**src/rtl/operand_fetch_stage.sv**
```systemverilog
// operand_fetch_stage
//   Decode->execute operand-fetch stage with valid/ready flow control.
//   Holds the 32-entry register file and resolves rs1/rs2 through a priority forwarding
//   network (source 0 is youngest and wins), then the write-back bypass, then the RF.
//   An instruction that reads a register whose selected forwarding source is still pending
//   (load-use) is held in decode and the stall is counted. JALR transfers raise a one-cycle
//   redirect with the target LSB cleared. The control bundle passes through untouched.
// Ports
//   clk, reset                      clock, asynchronous active-high reset
//   in_valid/in_ready               decode-side handshake
//   in_rs1/in_rs2/in_use_rs1/2      source registers and whether they are read
//   in_pc_for_a/in_imm_for_b        operand A/B muxing
//   in_pc/in_imm/in_jalr/in_rd/in_ctrl  instruction fields
//   flush                           kills in-flight and incoming instruction
//   wb_en/wb_rd/wb_data             RF write port (also bypassed same cycle)
//   fwd_valid/pending/rd/data       packed forwarding sources
//   out_valid/out_ready             execute-side handshake
//   out_a/out_b/out_rs2/out_pc/out_imm/out_rd/out_ctrl  registered execute bundle
//   redirect_valid/redirect_pc/ret  JALR redirect pulse
//   stall_cycles                    saturating hazard-stall counter
module operand_fetch_stage #(
  parameter int XLEN    = 32,
  parameter int NUM_FWD = 3,
  parameter int CTRL_W  = 16,
  parameter int CNT_W   = 16
) (
  input  logic                    clk,
  input  logic                    reset,
  input  logic                    in_valid,
  output logic                    in_ready,
  input  logic [4:0]              in_rs1,
  input  logic [4:0]              in_rs2,
  input  logic                    in_use_rs1,
  input  logic                    in_use_rs2,
  input  logic                    in_pc_for_a,
  input  logic                    in_imm_for_b,
  input  logic [XLEN-1:0]         in_pc,
  input  logic [XLEN-1:0]         in_imm,
  input  logic                    in_jalr,
  input  logic [4:0]              in_rd,
  input  logic [CTRL_W-1:0]       in_ctrl,
  input  logic                    flush,
  input  logic                    wb_en,
  input  logic [4:0]              wb_rd,
  input  logic [XLEN-1:0]         wb_data,
  input  logic [NUM_FWD-1:0]      fwd_valid,
  input  logic [NUM_FWD-1:0]      fwd_pending,
  input  logic [5*NUM_FWD-1:0]    fwd_rd,
  input  logic [XLEN*NUM_FWD-1:0] fwd_data,
  output logic                    out_valid,
  input  logic                    out_ready,
  output logic [XLEN-1:0]         out_a,
  output logic [XLEN-1:0]         out_b,
  output logic [XLEN-1:0]         out_rs2,
  output logic [XLEN-1:0]         out_pc,
  output logic [XLEN-1:0]         out_imm,
  output logic [4:0]              out_rd,
  output logic [CTRL_W-1:0]       out_ctrl,
  output logic                    redirect_valid,
  output logic [XLEN-1:0]         redirect_pc,
  output logic                    ret,
  output logic [CNT_W-1:0]        stall_cycles
);

  logic [XLEN-1:0]   r_rf [32];
  logic              r_out_valid;
  logic [XLEN-1:0]   r_out_a, r_out_b, r_out_rs2, r_out_pc, r_out_imm, r_redirect_pc;
  logic [4:0]        r_out_rd;
  logic [CTRL_W-1:0] r_out_ctrl;
  logic              r_redirect_valid, r_ret;
  logic [CNT_W-1:0]  r_stall;

  logic [XLEN:0]     w_rs1_res, w_rs2_res;
  logic [XLEN-1:0]   w_rs1_val, w_rs2_val, w_a_val, w_b_val, w_target;
  logic              w_hazard, w_ready, w_xfer;

  // Returns {pending, value}. Sources are scanned oldest-first so the youngest match
  // (lowest index) is the last to overwrite the result.
  function automatic logic [XLEN:0] resolve(input logic [4:0] r, input logic [XLEN-1:0] rf_val);
    logic [XLEN:0] res;
    res = {1'b0, rf_val};
    if (wb_en && (wb_rd == r)) begin
      res = {1'b0, wb_data};
    end else begin
      res = res;
    end
    for (int i = NUM_FWD - 1; i >= 0; i--) begin
      if (fwd_valid[i] && (fwd_rd[5*i +: 5] == r)) begin
        res = {fwd_pending[i], fwd_data[XLEN*i +: XLEN]};
      end else begin
        res = res;
      end
    end
    if (r == 5'd0) begin
      res = {(XLEN+1){1'b0}};
    end else begin
      res = res;
    end
    return res;
  endfunction

  // Operand resolution, hazard detection and handshake
  always_comb begin
    w_rs1_res = resolve(in_rs1, r_rf[in_rs1]);
    w_rs2_res = resolve(in_rs2, r_rf[in_rs2]);
    w_rs1_val = w_rs1_res[XLEN-1:0];
    w_rs2_val = w_rs2_res[XLEN-1:0];
    w_hazard  = in_valid & ((in_use_rs1 & w_rs1_res[XLEN]) | (in_use_rs2 & w_rs2_res[XLEN]));
    w_ready   = ~flush & ~w_hazard & (~r_out_valid | out_ready);
    w_xfer    = in_valid & w_ready;
    w_a_val   = in_pc_for_a ? in_pc : w_rs1_val;
    w_b_val   = in_imm_for_b ? in_imm : w_rs2_val;
    w_target  = w_a_val + in_imm;
  end

  // Register file write port; x0 is never written
  always_ff @(posedge clk or posedge reset) begin
    if (reset) begin
      for (int k = 0; k < 32; k++) r_rf[k] <= {XLEN{1'b0}};
    end else if (wb_en && (wb_rd != 5'd0)) begin
      r_rf[wb_rd] <= wb_data;
    end else begin
      r_rf[0] <= r_rf[0];
    end
  end

  // Execute-side pipeline register; flush dominates, stalled data holds
  always_ff @(posedge clk or posedge reset) begin
    if (reset) begin
      r_out_valid      <= 1'b0;
      r_out_a          <= {XLEN{1'b0}};
      r_out_b          <= {XLEN{1'b0}};
      r_out_rs2        <= {XLEN{1'b0}};
      r_out_pc         <= {XLEN{1'b0}};
      r_out_imm        <= {XLEN{1'b0}};
      r_out_rd         <= 5'd0;
      r_out_ctrl       <= {CTRL_W{1'b0}};
      r_redirect_valid <= 1'b0;
      r_redirect_pc    <= {XLEN{1'b0}};
      r_ret            <= 1'b0;
    end else if (flush) begin
      r_out_valid      <= 1'b0;
      r_redirect_valid <= 1'b0;
      r_ret            <= 1'b0;
    end else if (w_xfer) begin
      r_out_valid      <= 1'b1;
      r_out_a          <= w_a_val;
      r_out_b          <= w_b_val;
      r_out_rs2        <= w_rs2_val;
      r_out_pc         <= in_pc;
      r_out_imm        <= in_imm;
      r_out_rd         <= in_rd;
      r_out_ctrl       <= in_ctrl;
      r_redirect_valid <= in_jalr;
      r_redirect_pc    <= {w_target[XLEN-1:1], 1'b0};
      r_ret            <= in_jalr & (in_rd == 5'd0);
    end else begin
      r_out_valid      <= r_out_valid & ~out_ready;
      r_redirect_valid <= 1'b0;
      r_ret            <= 1'b0;
    end
  end

  // Saturating count of hazard-stall cycles
  always_ff @(posedge clk or posedge reset) begin
    if (reset) begin
      r_stall <= {CNT_W{1'b0}};
    end else if (w_hazard && !flush && (r_stall != {CNT_W{1'b1}})) begin
      r_stall <= r_stall + {{(CNT_W-1){1'b0}}, 1'b1};
    end else begin
      r_stall <= r_stall;
    end
  end

  assign in_ready       = w_ready;
  assign out_valid      = r_out_valid;
  assign out_a          = r_out_a;
  assign out_b          = r_out_b;
  assign out_rs2        = r_out_rs2;
  assign out_pc         = r_out_pc;
  assign out_imm        = r_out_imm;
  assign out_rd         = r_out_rd;
  assign out_ctrl       = r_out_ctrl;
  assign redirect_valid = r_redirect_valid;
  assign redirect_pc    = r_redirect_pc;
  assign ret            = r_ret;
  assign stall_cycles   = r_stall;

endmodule

```
**config.mk**
```make
export PLATFORM = sky130hd
export DESIGN_NAME = operand_fetch_stage
export DESIGN_NICKNAME = d
export VERILOG_FILES = /design/src/rtl/operand_fetch_stage.sv
export SDC_FILE = /design/constraint.sdc
export NUM_CORES = 2
export LEC_CHECK = 0
export CAP_MARGIN = 20
export CORE_MARGIN = 2
export CORE_UTILIZATION = 60
export DETAILED_ROUTE_END_ITERATION = 6
export MAX_ROUTING_LAYER = met4
export PLACE_DENSITY = 0.88
export SYNTH_ARGS = -nofsm -noshare
export SYNTH_HDL_FRONTEND = slang
export SYNTH_SLANG_ARGS = --single-unit
```
**constraint.sdc**
```tcl
create_clock -name clk -period 61.6 [get_ports clk]
set_input_delay 15.4 -clock clk [delete_from_list [all_inputs] [get_ports clk]]
set_output_delay 15.4 -clock clk [all_outputs]
set_load 0.02 [all_outputs]
```
==> results.ini <==
[outcome]
status=complete, no violations

[clock_network]
cts.hold.buffers_added=0
cts_sinks=1255
clk_path_buf_depth=3
clkTransAtPathRegs_ps=60
post_cts_buffers=0
htreeDepth=4
cts-buffers-inserted=130
cts-resized-gates=0
clockRootBuffer=clkbuf_16
worstSkewPairLatency_ps=760
tritoncts=done

[synthesis]
synth_top_cell_area_share_pct=46.8
netlist.top_cell.by_area=dfrtp_1
ys_seq_area_share_pct=46.8
async_reset_ff_share_pct=100
yosys-top-cells-count=dfrtp_1 (1,255), mux2_2 (963), mux4_2 (636), nand2_1 (584), clkbuf_1 (360)
syn_avg_cell_area_sq_um=13.8
synth_fp_nets=5142
yosysMostFrequentCell=dfrtp_1
synth_area_leaders=dfrtp_1 (47%), mux4_2 (21%), mux2_2 (16%)
netlist_area_sq_um=67100
ys_ff_latch=1255
synth_edf_count=0
synth_cell_types=75
ys_warn_count=0
syn_inst=4850
dominantRegCellSynth=dfrtp_1

[placement]
numPortBuffers=491
gp_congestion=0.995
hpwl_microns=133000
dp_cells=6426

[cells_and_area]
layout.nets=5375
stdcell_count=6692
multi_input_area_sq_um=33900
seqCellArea_sq_um=31400
drive_gt1_share_pct=38.5
fillCellCount=6831
area_growth_pct=15.5

[floorplan]
core-area_sq_um=111000
io_pins=493
rows=122
die_area_sq_um=115000
die-width_microns=338
die_y_microns=338
start_util_pct=60.6

[global_route]
grt-ovfl-total=0
first_global_vias=49900
track_usage_pct=40.0
antenna_found_initial=23
grt_first_pass_wirelength_microns=330000
grt_max_degree=225

[routing]
dr.pass1.iters=7
drtAntennaViolNets=0
vias=48400
route.detailed.drc=0
post_drt_wl_per_cell_microns=33.2
wl_microns=222000
drtIter0Drc=6160
via_per_inst=7.24

[power]
peakVddDrop_mv=0.0199
comb_power_share_pct=25.7
pwr-share-clk_pct=31.3
powerDensity_nw_per_um2=33.4
internal_power_uw=1800
p_sw_uw=783
sw_frac_of_total_pct=30.3
p_seq_share_pct=42.9
power_leakage_uw=0.0333

[run]
maxCapViolations=0

[timing]
tightest_slew_ps=1200
slew_headroom_pct=19.0
min_period_ps=35000
fmax_mhz=28.6
finalCritPeriodShare_pct=56.8
rsz0062_at_grt=false
finalSetupTns_ps=0
final-hold-violation-count=0
fin_worst_skew_ps=35.9
setup_violations=0
slew_viol_final=0

[critical_path]
worstPathMaxFanout=68
worstSetupPathType=in2out
arrival_ps=19600
endpoint_kind=output pin
cp-startpoint=in_rs1[3]
crit_path_start_kind=input port
rr_endpoint=redirect_pc[30]
cp.required_ps=46200
ff2ff_setup_slack_ps=55790
r2r_cells=19
reg2reg_from=r_rf[390]
crit_path_end=in_ready

[hold_path]
min_path_type=reg2reg
hold_depth=0

[routing by layer]
metal  up-vias  track usage (%)  share of wire, %
met3       914             13.0                12
met2      3708             59.0                47
li1      18800                -                 -
met5         -                -                 0
met1     25000             47.8                34
met4         0             25.6               6.7
[cell families (layout without fill, tap and decap cells)]
group | count (synthesis) | count (layout) | share of synthesized area, %
and+or+nand+nor | 796 | 796 | 4.97
buffers and inverters | 515 | 845 | 3.13
adders and majority gates | 32 | 32 | 0.608
other | 1 | 25 | 0.00559
muxes | 1668 | 1668 | 38.6
AOI/OAI and AO/OA | 500 | 500 | 4.82
xor gates and xnor gates | 83 | 83 | 1.09
DFF | 1255 | 1255 | 46.8
[sequential cells by signal, summed over array words and instances, names as in the netlist]
name / cells
stall_cycles: 16
out_rs2: 32
out_b: 32
out_rd: 5
out_pc: 32
out_a: 32
out_valid: 1
redirect_pc: 31
redirect_valid: 1
ret: 1
r_rf: 1024
out_imm: 32
out_ctrl: 16
[layout by cell type, fill, tap and decap left out, types with 6 or more instances in the layout]
master	count
dfrtp_1	1255
ha_1	31
and3_1	13
a21oi_1	59
mux2_2	963
nor2_4	17
clkdlybuf4s50_1	480
clkbuf_8	29
clkinv_2	24
nand4_1	8
a31oi_1	33
xor2_1	47
buf_12	7
o21bai_1	6
o21ai_0	165
nor2_1	59
nor3_1	38
nor4_1	7
o221ai_1	32
mux2i_1	67
a22oi_1	30
nand3b_1	7
buf_4	99
nand2_2	11
bufinv_16	9
a21o_1	11
clkbuf_1	18
xnor2_1	35
nand3_1	20
mux4_2	636
inv_6	8
inv_1	11
clkbuf_16	132
o31ai_1	34
o211ai_1	96
diode_2	24
nand2_1	569
[critical path: stages]
cell	delay (ps)
clkdlybuf4s50_1	780
xor2_1	310
nor4_1	490
nand3_4	780
nand3_1	350
o211ai_1	120
o21ai_1	120
o22a_1	400
o21a_1	200
clkdlybuf4s50_1	630
[worst min path at each step]
stage,from,end,slack [ps]
floorplan,r_rf[1000],r_rf[1000],440
global placement,r_rf[1012],r_rf[1012],380
detailed placement,r_rf[1011],r_rf[1011],380
CTS,r_rf[993],r_rf[993],400
global route,r_rf[993],r_rf[993],410
finish,r_rf[993],r_rf[993],400
[final cells by class]
type	count	area share (%)
Sequential cell	1255	40.5
Multi-Input combinational cell	3080	43.7
Tap cell	1488	2.40
Antenna cell	24	0.0774
Timing Repair Buffer	603	7.69
Clock inverter	51	0.753
Inverter	13	0.0758
Clock buffer	178	4.83
[power by group through the flow]
stage          Sequential (uW)  Clock, uW  Combinational (uW)
6_report                  1110        810                 666
3_5_place_dp              1110          0                 645
4_1_cts                   1100        811                 655
2_1_floorplan             1110          0                 407
3_3_place_gp              1090          0                 625
5_1_grt                   1120        846                 698
[per-stage QoR]
stage / instance area (sq um) / setup slack, ps / hold WS (ps) / util, % / total power (uW)
after floorplan: 67100 / 10830 / 441 / - / 1520
after global placement: 72900 / 26660 / 376 / 65.8 / 1720
after detailed placement: 72900 / 26670 / 384 / 65.8 / 1760
after CTS: 77300 / 26650 / 397 / 69.7 / 2570
after global routing: 77600 / 26530 / 407 / 70.0 / 2670
final: 77600 / 26600 / 397 / 70.0 / 2590
(Power assumes the default switching activity.)
